**src/rtl/pdm_pkg.sv**
```systemverilog
// Shared types for the PDM record/playback controller: FSM state encoding
// and the default amplitude sample width.
package pdm_pkg;

    localparam int SAMPLE_W_DEF = 8;

    typedef enum logic [2:0] {
        ST_IDLE,
        ST_WARMUP,
        ST_RECORD,
        ST_PLAY_RD,
        ST_PLAY_WAIT,
        ST_PLAY_OUT
    } rec_state_t;

endpackage

```
**src/rtl/pdm_record_ctrl.sv**
```systemverilog
// Record/playback sequencer: captures amplitude samples into an external RAM
// after a microphone warm-up, then streams them back over a valid/ready port.
module pdm_record_ctrl
    import pdm_pkg::*;
#(
    parameter int ADDR_W   = 14,
    parameter int SAMPLE_W = SAMPLE_W_DEF,
    parameter int WARMUP   = 4
) (
    input  logic                clk,
    input  logic                rst_n,
    input  logic                rec_start,
    input  logic                play_start,
    input  logic                stop,
    input  logic [SAMPLE_W-1:0] amplitude,
    input  logic                amplitude_valid,
    output logic                mic_en,
    output logic                wr_en,
    output logic [ADDR_W-1:0]   wr_addr,
    output logic [SAMPLE_W-1:0] wr_data,
    output logic                rd_en,
    output logic [ADDR_W-1:0]   rd_addr,
    input  logic [SAMPLE_W-1:0] rd_data,
    output logic [SAMPLE_W-1:0] play_data,
    output logic                play_valid,
    input  logic                play_ready,
    output logic [ADDR_W:0]     length,
    output logic                busy,
    output logic                done
);

    localparam int WARM_W = (WARMUP < 1) ? 1 : $clog2(WARMUP + 1);
    localparam logic [ADDR_W:0] DEPTH_LEN = {1'b1, {ADDR_W{1'b0}}};
    localparam logic [WARM_W-1:0] WARM_LAST = WARM_W'(WARMUP - 1);

    rec_state_t          state_reg, state_next;
    logic [WARM_W-1:0]   warm_cnt_reg, warm_cnt_next;
    logic [ADDR_W:0]     length_reg, length_next;
    logic [ADDR_W-1:0]   ptr_reg, ptr_next;
    logic                wr_en_reg, wr_en_next;
    logic [ADDR_W-1:0]   wr_addr_reg, wr_addr_next;
    logic [SAMPLE_W-1:0] wr_data_reg, wr_data_next;
    logic [SAMPLE_W-1:0] play_data_reg, play_data_next;
    logic                play_valid_reg, play_valid_next;
    logic                done_reg, done_next;

    always_ff @(posedge clk or negedge rst_n) begin
        if (!rst_n) begin
            state_reg      <= ST_IDLE;
            warm_cnt_reg   <= '0;
            length_reg     <= '0;
            ptr_reg        <= '0;
            wr_en_reg      <= 1'b0;
            wr_addr_reg    <= '0;
            wr_data_reg    <= '0;
            play_data_reg  <= '0;
            play_valid_reg <= 1'b0;
            done_reg       <= 1'b0;
        end else begin
            state_reg      <= state_next;
            warm_cnt_reg   <= warm_cnt_next;
            length_reg     <= length_next;
            ptr_reg        <= ptr_next;
            wr_en_reg      <= wr_en_next;
            wr_addr_reg    <= wr_addr_next;
            wr_data_reg    <= wr_data_next;
            play_data_reg  <= play_data_next;
            play_valid_reg <= play_valid_next;
            done_reg       <= done_next;
        end
    end

    always_comb begin
        state_next      = state_reg;
        warm_cnt_next   = warm_cnt_reg;
        length_next     = length_reg;
        ptr_next        = ptr_reg;
        wr_en_next      = 1'b0;
        wr_addr_next    = wr_addr_reg;
        wr_data_next    = wr_data_reg;
        play_data_next  = play_data_reg;
        play_valid_next = play_valid_reg;
        done_next       = 1'b0;

        case (state_reg)
            ST_IDLE: begin
                // rec_start takes priority when both start pulses coincide
                if (rec_start) begin
                    state_next    = (WARMUP == 0) ? ST_RECORD : ST_WARMUP;
                    warm_cnt_next = '0;
                    length_next   = '0;
                end else if (play_start) begin
                    if (length_reg == '0) begin
                        done_next = 1'b1;
                    end else begin
                        state_next = ST_PLAY_RD;
                        ptr_next   = '0;
                    end
                end
            end
            ST_WARMUP: begin
                if (stop) begin
                    state_next  = ST_IDLE;
                    done_next   = 1'b1;
                    length_next = '0;
                end else if (amplitude_valid) begin
                    warm_cnt_next = warm_cnt_reg + 1'b1;
                    if (warm_cnt_reg == WARM_LAST) begin
                        state_next = ST_RECORD;
                    end
                end
            end
            ST_RECORD: begin
                // A sample arriving with stop is still written before leaving
                if (amplitude_valid) begin
                    wr_en_next   = 1'b1;
                    wr_addr_next = length_reg[ADDR_W-1:0];
                    wr_data_next = amplitude;
                    length_next  = length_reg + 1'b1;
                end
                if (stop || (amplitude_valid && (length_reg + 1'b1 == DEPTH_LEN))) begin
                    state_next = ST_IDLE;
                    done_next  = 1'b1;
                end
            end
            ST_PLAY_RD, ST_PLAY_WAIT, ST_PLAY_OUT: begin
                if (stop) begin
                    state_next      = ST_IDLE;
                    play_valid_next = 1'b0;
                    done_next       = 1'b1;
                end else if (state_reg == ST_PLAY_RD) begin
                    state_next = ST_PLAY_WAIT;
                end else if (state_reg == ST_PLAY_WAIT) begin
                    play_data_next  = rd_data;
                    play_valid_next = 1'b1;
                    state_next      = ST_PLAY_OUT;
                end else if (play_ready) begin
                    play_valid_next = 1'b0;
                    ptr_next        = ptr_reg + 1'b1;
                    if ({1'b0, ptr_reg} + 1'b1 == length_reg) begin
                        state_next = ST_IDLE;
                        done_next  = 1'b1;
                    end else begin
                        state_next = ST_PLAY_RD;
                    end
                end
            end
            default: begin
                state_next = ST_IDLE;
            end
        endcase
    end

    assign mic_en     = (state_reg == ST_WARMUP) || (state_reg == ST_RECORD);
    assign busy       = (state_reg != ST_IDLE);
    assign rd_en      = (state_reg == ST_PLAY_RD);
    assign rd_addr    = ptr_reg;
    assign wr_en      = wr_en_reg;
    assign wr_addr    = wr_addr_reg;
    assign wr_data    = wr_data_reg;
    assign play_data  = play_data_reg;
    assign play_valid = play_valid_reg;
    assign length     = length_reg;
    assign done       = done_reg;

endmodule

```
**config.mk**
```make
export PLATFORM = sky130hd
export DESIGN_NAME = pdm_record_ctrl
export DESIGN_NICKNAME = d
export VERILOG_FILES = /design/src/rtl/pdm_pkg.sv /design/src/rtl/pdm_record_ctrl.sv
export SDC_FILE = /design/constraint.sdc
export NUM_CORES = 1
export LEC_CHECK = 0
export ABC_CLOCK_PERIOD_IN_PS = 4000
export CAP_MARGIN = 10
export CORE_ASPECT_RATIO = 1.25
export CORE_MARGIN = 8
export CORE_UTILIZATION = 50
export CTS_CLUSTER_DIAMETER = 40
export DETAILED_ROUTE_END_ITERATION = 12
export HOLD_SLACK_MARGIN = 0.1
export PLACE_DENSITY = 0.88
export SYNTH_ARGS = -nofsm -noshare
export SYNTH_HDL_FRONTEND = slang
export SYNTH_SLANG_ARGS = --single-unit
```
**constraint.sdc**
```tcl
create_clock -name clk -period 4 [get_ports clk]
set_clock_uncertainty 0.1 [all_clocks]
set_input_delay 0.4 -clock clk [delete_from_list [all_inputs] [get_ports clk]]
set_output_delay 0.4 -clock clk [all_outputs]
set_load 0.01 [all_outputs]
```
Yosys cells after proc, flatten, opt, wreduce, memory -nomap -nowiden
Cells that the tools add are included.
Cells by class
  add/subtract/negate cells: 4
  multipliers: 0
  div/mod/pow operators: 0
  $lt $le $gt $ge: 0
  eq/ne operators: 27
  shifts and indexed selects: 0
  muxes and demuxes: 46
  bitwise operators: 2
  reductions and logical operators: 18
Operators with widths (count)
  $mux W14: 7
  $mux W15: 3
  $pmux W15 S3: 1
  $mux W3: 14
  $ne A2 B2 Y1 const B: 14
  $pmux W14 S2: 1
  $mux W1: 16
  $add A14 B1 Y15 const B: 1
  $add A15 B1 Y15 const B: 1
  $eq A15 B15 Y1: 1
  $eq A15 B15 Y1 const B: 1
  $logic_not A15 Y1: 1
  $add A14 B1 Y14 const B: 1
  $ne A3 B3 Y1 const B: 4
  $pmux W3 S4: 1
  $reduce_and A4 Y1: 3
  $eq A3 B2 Y1 const B: 3
  $reduce_bool A3 Y1: 3
  $reduce_and A8 Y1: 1
  $eq A3 B3 Y1 const B: 2
  $pmux W3 S2: 1
  $reduce_and A6 Y1: 1
  $ne A5 B5 Y1 const B: 1
  $pmux W1 S4: 1
  11 further kinds: 14
Word-level totals
  bits in registers: 68
  bits in latches: 0
  RAM bits: 0
  memory bits (read-only): 0
  input bits: 23
  output and inout bits: 65
  word-level logic and storage cells: 107
  memories: 0

Longest topological paths before layout
Gate-level depths: netlist of run 1.
  depth in word-level cells: 8
  mapped depth: 9
  depth with buffers taken out: 9

Worst setup path before layout of run 1
OpenSTA, ideal clock, no wires.
  path kind: flip-flop to flip-flop
  start point: reg ptr_reg[0], in the netlist rd_addr[0]
  end point: reg state_reg[1]
  library setup time: 136 ps
  data arrival time: 2449 ps
  required time: 3764 ps
  path slack: 1315 ps
  cell stages (with the launch flop): 10
  path buffers: 1
  clock period less this slack: 2685 ps
  cell sequence: dfrtp_1 > ha_1 > buf_2 > nand2_1 > or4_4 > xnor2_1 > nand4_1 > or4_1 > nor4_2 > o21ai_0
On the way
  longest elaborated chain between the ends: 8
Ends and longest elaborated chain
  start: declaration: line pdm_record_ctrl.sv:39  | logic [ADDR_W-1:0] ptr_reg, ptr_next;
  start signal: assignment: line pdm_record_ctrl.sv:63  | ptr_reg <= ptr_next;
  $add A14 B1 Y15: line pdm_record_ctrl.sv:140  | if ({1'b0, ptr_reg} + 1'b1 == length_reg) begin
  $eq A15 B15 Y1: line pdm_record_ctrl.sv:140
  $mux W2: line pdm_record_ctrl.sv:140
  $mux W3: line pdm_record_ctrl.sv:137  | end else if (play_ready) begin
  $mux W3: line pdm_record_ctrl.sv:133  | end else if (state_reg == ST_PLAY_WAIT) begin
  $mux W3: line pdm_record_ctrl.sv:131  | end else if (state_reg == ST_PLAY_RD) begin
  $mux W3: line pdm_record_ctrl.sv:127  | if (stop) begin
  $pmux W3 S4: line pdm_record_ctrl.sv:85  | case (state_reg)
  end signal: assignment: line pdm_record_ctrl.sv:60  | state_reg <= state_next;
  end: declaration: line pdm_record_ctrl.sv:36  | rec_state_t state_reg, state_next;
No other way between the ends. The select of a mux whose other input is x is not followed.
A chain may end at the register's enable or synchronous reset.

Worst setup path in the final report of run 1
Ends and elaborated chain as after synthesis.

==> results of run 1 <==
## layer usage
| metal | global-route usage | wire (microns) | vias to the layer above |
|---|---|---|---|
| met4 | 0.09332 | 234 | 0 |
| met3 | 0.03876 | 585 | 22 |
| met2 | 0.3467 | 5499 | 124 |
| met1 | 0.2347 | 4132 | 1707 |
| met5 | 0 | 0 | - |
| li1 | - | - | 1675 |
## cell usage after synthesis (3+ instances only)
cell type / n / area (sq um)
clkbuf_1: 21 / 78.83
mux2_2: 8 / 90.09
a21oi_1: 12 / 60.06
mux2i_1: 3 / 30.03
xnor2_1: 13 / 113.9
or4_1: 3 / 22.52
xor2_1: 13 / 113.9
nor3_1: 11 / 55.05
and3_1: 4 / 25.02
nand3_1: 13 / 65.06
buf_4: 3 / 22.52
or3_1: 3 / 18.77
nor2b_1: 5 / 31.28
o41ai_1: 3 / 26.28
a22o_1: 4 / 35.03
o21ai_0: 46 / 230.2
nand2b_1: 5 / 31.28
buf_2: 6 / 30.03
nand2_1: 95 / 356.6
o22ai_1: 3 / 18.77
o31ai_1: 8 / 60.06
nor4_1: 5 / 31.28
and2_1: 5 / 31.28
dfrtp_1: 68 / 1702
nand4_1: 9 / 56.30
nor2_1: 23 / 86.33
inv_1: 9 / 33.78
ha_1: 5 / 62.56
## placed cells by master, fill, tap and decap left out, types with 4 or more instances in the layout
master           count
a21oi_1             12
a22o_1               4
and2_1               5
and3_1               4
bufinv_16            5
clkbuf_8            10
clkdlybuf4s50_1     86
dfrtp_1             68
ha_1                 5
inv_1                9
mux2_2               8
nand2_1             95
nand2b_1             5
nand3_1             13
nand4_1              9
nor2_1              23
nor2b_1              5
nor3_1              11
nor4_1               5
o21ai_0             46
o31ai_1              8
xnor2_1             13
xor2_1              13
## worst max-delay path: cells and delay by family, from the launching register on
family	cells	cell delay, ns
simple gates	5	1.68
flops	1	0.47
fa+ha+maj	1	0.34
xor+xnor	1	0.18
compound gates	1	0.18
## per-stage QoR
| step | hold WS [ns] | area (sq um) | setup slack [ns] | total power, uW | util |
|---|---|---|---|---|---|
| global placement | 0.3568 | 4672 | 0.9631 | 1810 | 0.6313 |
| finish | 0.1368 | 4969 | 0.9030 | 2666 | 0.6713 |
| global route | 0.2239 | 4969 | 0.8183 | 2800 | 0.6713 |
| floorplan | 0.004409 | 3816 | 1.315 | 1396 | - |
| CTS | 0.1730 | 4969 | 0.9384 | 2680 | 0.6713 |
| detailed placement | 0.3654 | 4672 | 0.9627 | 1842 | 0.6313 |
## layout make-up
class	instances	area, sq um	share of cell area
Timing Repair Buffer	89	880.8	0.1773
Clock buffer	10	137.6	0.02770
Inverter	10	37.54	0.007555
Sequential cell	68	1702	0.3425
Clock inverter	6	158.9	0.03198
Tap cell	92	115.1	0.02317
Multi-Input combinational cell	329	1937	0.3898
## power by group through the flow
stage               registers, uW  clock network, uW  logic [uW]
floorplan                     990                  0         406
global placement              973                  0         837
detailed placement            982                  0         859
CTS                           972                837         871
global route                  994                866         940
finish                        974                829         863
## cell families after synthesis
logic type / after synthesis / share of synthesized area
flops: 68 / 0.4459
buf+inv: 42 / 0.04655
compound gates: 91 / 0.1449
simple gates: 196 / 0.2551
mux: 11 / 0.03148
fa+ha+maj: 5 / 0.01639
xor+xnor: 26 / 0.05967
## worst max-delay path by stage
stage	cells after the start	slack, ns	start	to
2_1_floorplan	9	1.31	rd_addr[0]	state_reg[1]
3_3_place_gp	8	0.96	rd_addr[0]	state_reg[1]
3_5_place_dp	8	0.96	rd_addr[0]	state_reg[1]
4_1_cts	8	0.94	rd_addr[0]	state_reg[1]
5_1_grt	7	0.82	length[0]	rd_addr[6]
6_report	8	0.90	rd_addr[0]	state_reg[1]
==> flow_metrics.tcl, run 1 <==
set metrics [dict create \
    status "finished, final reports clean" \
    viasPerCell 5.841 \
    rsz0062_at_grt "no" \
    worst_slew_pin_slew_ns 1.040 \
    row_count 35 \
    cts.reportedPaths.clkPinSlew_ns 0.08 \
    cts_sinks 68 \
    largest_register_ffs 15 \
    n_fill_cell 583 \
    synth_area_sq_mm 0.003816 \
    grt_pass1_wl_mm 17.42 \
    nets 535 \
    yosysSeqAreaShare 0.4459 \
    synthArstFlopShare 1.000 \
    ys_seq_elements 68 \
    grt-ovfl-total 0 \
    combPwrFrac 0.324 \
    powerDensity_mw_per_mm2 536.5 \
    chipHeight_microns 113.7 \
    path_class "reg2reg" \
    n_antenna_cell 0 \
    gp_congestion 0.8811 \
    first_pass_iters 5 \
    cts_max_path_buffers 2 \
    numCtsBuffers 9 \
    hold_buffers 0 \
    hold_path.class "in2async" \
    hold_viol 0 \
    setup_viol 0 \
    drive_gt1_frac 0.07031 \
    critPathMaxStageDelay_ns 0.55 \
    power.switching_uw 840.9 \
    fmax_mhz 322.9 \
    relSlewSlack 0.3064 \
    die_w_microns 94.14 \
    fin_crit_ns 3.097 \
    cts_root_buffer "clkbuf_8" \
    syn_area_per_cell_sq_um 8.693 \
    clkLatencyLatePin_ns 0.35 \
    setup_tns_ns 0 \
    yosys_warnings 0 \
    cp-end-kind "flip-flop" \
    ff2ff_setup_slack_ns 0.90 \
    grt_use_total 0.2022 \
    hpwl_mm 7.444 \
    synth.net_count 467 \
    drv_cap 0 \
    critical_path.max_fanout 7 \
    die-area_sq_mm 0.01070 \
    fp.coreArea_sq_mm 0.007401 \
    drc_errors 0 \
    p_leak_uw 0.002139 \
    final-max-slew-violation-count 0 \
    place_inst 588 \
    synth_cells 439 \
    synth_flop_cell "dfrtp_1" \
    initial_utilization 0.5156 \
    r2r_cells 8 \
    grt_max_degree 49 \
    synth_edf_count 0 \
    antenna_found_initial 0 \
    cts-htree-levels 3 \
    pin_count 88 \
    start_kind "flip-flop" \
    p_int_uw 1825 \
    fin_cells 604 \
    initialDrtViolationCount 237 \
    area_growth_pct 30.20 \
    vias 3528 \
    r2r-start "rd_addr[0]" \
    wl_per_cell_microns 17.30 \
    crit_arrival_ns 3.19 \
    post_cts_buffers 0 \
    ys_types 54 \
    clock_power_share 0.311 \
    io_buffer_count 87 \
    cp_cell_sequence "ha_1 -> nand2_1 -> or4_4 -> xnor2_1 -> nand4_1 -> or4_1 -> nor4_2 -> o21ai_0" \
    cts_resized 0 \
    critical_path_required_ns 4.09 \
    crit_slowest_cell "or4_4" \
    period_share 0.7743 \
    vdd_drop_max_mv 0.4894 \
    wirelength_mm 10.45 \
    ant_nets 0 \
    sw_frac_of_total 0.3154 \
    r2r-end "state_reg[1]" \
    seqPwrFrac 0.365 \
    cts_tree "done" \
    grt_pass1_vias 3516 \
]
(Power assumes the default switching activity.)
==> run 2: changes to the inputs <==
Settings changed: ABC_CLOCK_PERIOD_IN_PS 4000 to 3240.
Clock period 4 ns to 3.24 ns, I/O delays scaled along.
==> run 2 against run 1 <==
Net effect:
- sequential power rose by 23%
- design area grew 0.18%
- cell count up 1.2%
- setup slack got worse by 0.62 ns
- global-route usage grew 0.43 points
- largest power group unchanged
==> flow_metrics.tcl, run 2 (synthesized netlist as in run 1, its figures left out) <==
set metrics [dict create \
    start_kind "flip-flop" \
    area_growth_pct 30.43 \
    worst_slew_pin_slew_ns 1.054 \
    crit_slowest_cell "or4_4" \
    path_buf_inv 0 \
    grt_max_degree 42 \
    drc_errors 0 \
    cts_resized 0 \
    cts-htree-levels 3 \
    fin_crit_ns 2.956 \
    grt_pass1_wl_mm 17.66 \
    critical_path_required_ns 3.35 \
    grt-ovfl-total 0 \
    gp_congestion 0.9413 \
    grt_pass1_vias 3493 \
    drv_cap 0 \
    chipHeight_microns 113.7 \
    critical_path.max_fanout 7 \
    period_share 0.9124 \
    setup_viol 0 \
    row_count 35 \
    relSlewSlack 0.2972 \
    n_fill_cell 575 \
    io_buffer_count 87 \
    wl_per_cell_microns 17.62 \
    path_class "reg2reg" \
    r2r-start "rd_addr[0]" \
    place_inst 594 \
    final-max-slew-violation-count 0 \
    largest_register_ffs 15 \
    setup_tns_ns 0 \
    status "finished, final reports clean" \
    pin_count 88 \
    cts_root_buffer "clkbuf_8" \
    n_antenna_cell 0 \
    antenna_found_initial 0 \
    initialDrtViolationCount 266 \
    crit_path_start "rd_addr[0]" \
    final_cell_mix "nand2_1, clkdlybuf4s50_1, dfrtp_1, o21ai_0, nor2_1" \
    wirelength_mm 10.77 \
    cts_tree "done" \
    ant_nets 0 \
    layout_commonest_cell "nand2_1" \
    fin_cells 611 \
    pre_cts_ws_ns 0.3145 \
    vdd_drop_max_mv 0.4547 \
    drive_gt1_frac 0.07900 \
    critPathMaxStageDelay_ns 0.55 \
    numCtsBuffers 9 \
    crit_arrival_ns 3.06 \
    p_leak_uw 0.002153 \
    setup_slack_ns 0.2839 \
    fmax_mhz 338.3 \
    viasPerCell 5.882 \
    clkLatencyLatePin_ns 0.35 \
    hold_viol 0 \
    cts_sinks 68 \
    cts_max_path_buffers 2 \
    powerDensity_mw_per_mm2 632.4 \
    min_from "wr_data[3]" \
    die-area_sq_mm 0.01070 \
    cp_cell_sequence "ha_1 -> nand2_1 -> or4_4 -> xnor2_1 -> nand4_1 -> or4_1 -> nor4_2 -> o21ai_0" \
    nets 542 \
    initial_utilization 0.5156 \
    rsz0062_at_grt "no" \
    hpwl_mm 7.581 \
    die_w_microns 94.14 \
    cp_top_family "simple AND/OR/NAND/NOR gates" \
    vias 3594 \
    cts.reportedPaths.clkPinSlew_ns 0.07 \
    grt_use_total 0.2066 \
    cp-end-kind "flip-flop" \
    first_pass_iters 5 \
    hold_path.class "reg2reg" \
    fp.coreArea_sq_mm 0.007401 \
]
run 2: path summary, 6_finish.rpt:
check	end	slack [ns]	cells after the start
worst max-delay path	state_reg[1]	0.28	8
worst min-delay path	wr_data[3]	0.38	2
worst max register to register	state_reg[1]	0.28	8
worst min register to register	wr_data[3]	0.38	2
max in group asynchronous	state_reg[0]	1.61	3
min in group asynchronous	wr_data[1]	0.44	2
run 2: what timing repair did:
item,4_1_cts,5_1_grt
hold buffers,1,0
hold endpoints to repair,27,0
buffers inserted,0,0
run 2: report_power, final:
| part | internal [uW] | switching [uW] |
|---|---|---|
| clock network | 553 | 324 |
| registers | 1030 | 173 |
| logic | 537 | 534 |
| total | 2120 | 1030 |
run 2: routing by layer:
metal / track usage / share of wire / wire [microns] / up-vias
met5: 0 / 0 / 0 / -
met4: 0.1145 / 0.031 / 337 / 0
met3: 0.03548 / 0.060 / 643 / 31
met2: 0.3429 / 0.51 / 5472 / 147
met1: 0.2447 / 0.40 / 4312 / 1733
li1: - / - / - / 1683
run 2: area by class of cell:
type,instances,area (sq um),area share
Multi-Input combinational cell,329,1937,0.3891
Sequential cell,68,1702,0.3419
Timing Repair Buffer,96,935.9,0.1880
Clock buffer,12,155.1,0.03117
Tap cell,92,115.1,0.02313
Clock inverter,4,95.09,0.01911
Inverter,10,37.54,0.007541
run 2: worst register-to-register path: cells and delay by family (launching register included):
kind	cells	cell delay (ns)
flip-flops	1	0.45
adder cells (fa/ha/maj)	1	0.35
AO/OA/AOI/OAI	1	0.16
XOR/XNOR	1	0.17
AND/OR/NAND/NOR	5	1.60
run 2: stage by stage:
step                total power [uW]  utilization  hold slack (ns)  cell area, sq um
floorplan                       1723            -         -0.07159              3816
global placement                2233       0.6374           0.2693              4717
detailed placement              2281       0.6374           0.2718              4717
CTS                             3164       0.6725           0.3798              4977
global route                    3314       0.6725           0.4015              4977
finish                          3148       0.6725           0.3764              4977
==> run 3: changes to the inputs <==
Settings changed: CAP_MARGIN 10 to 20.
==> results of run 3 <==
The final DEF is identical to that of run 2; final timing and power are the same.
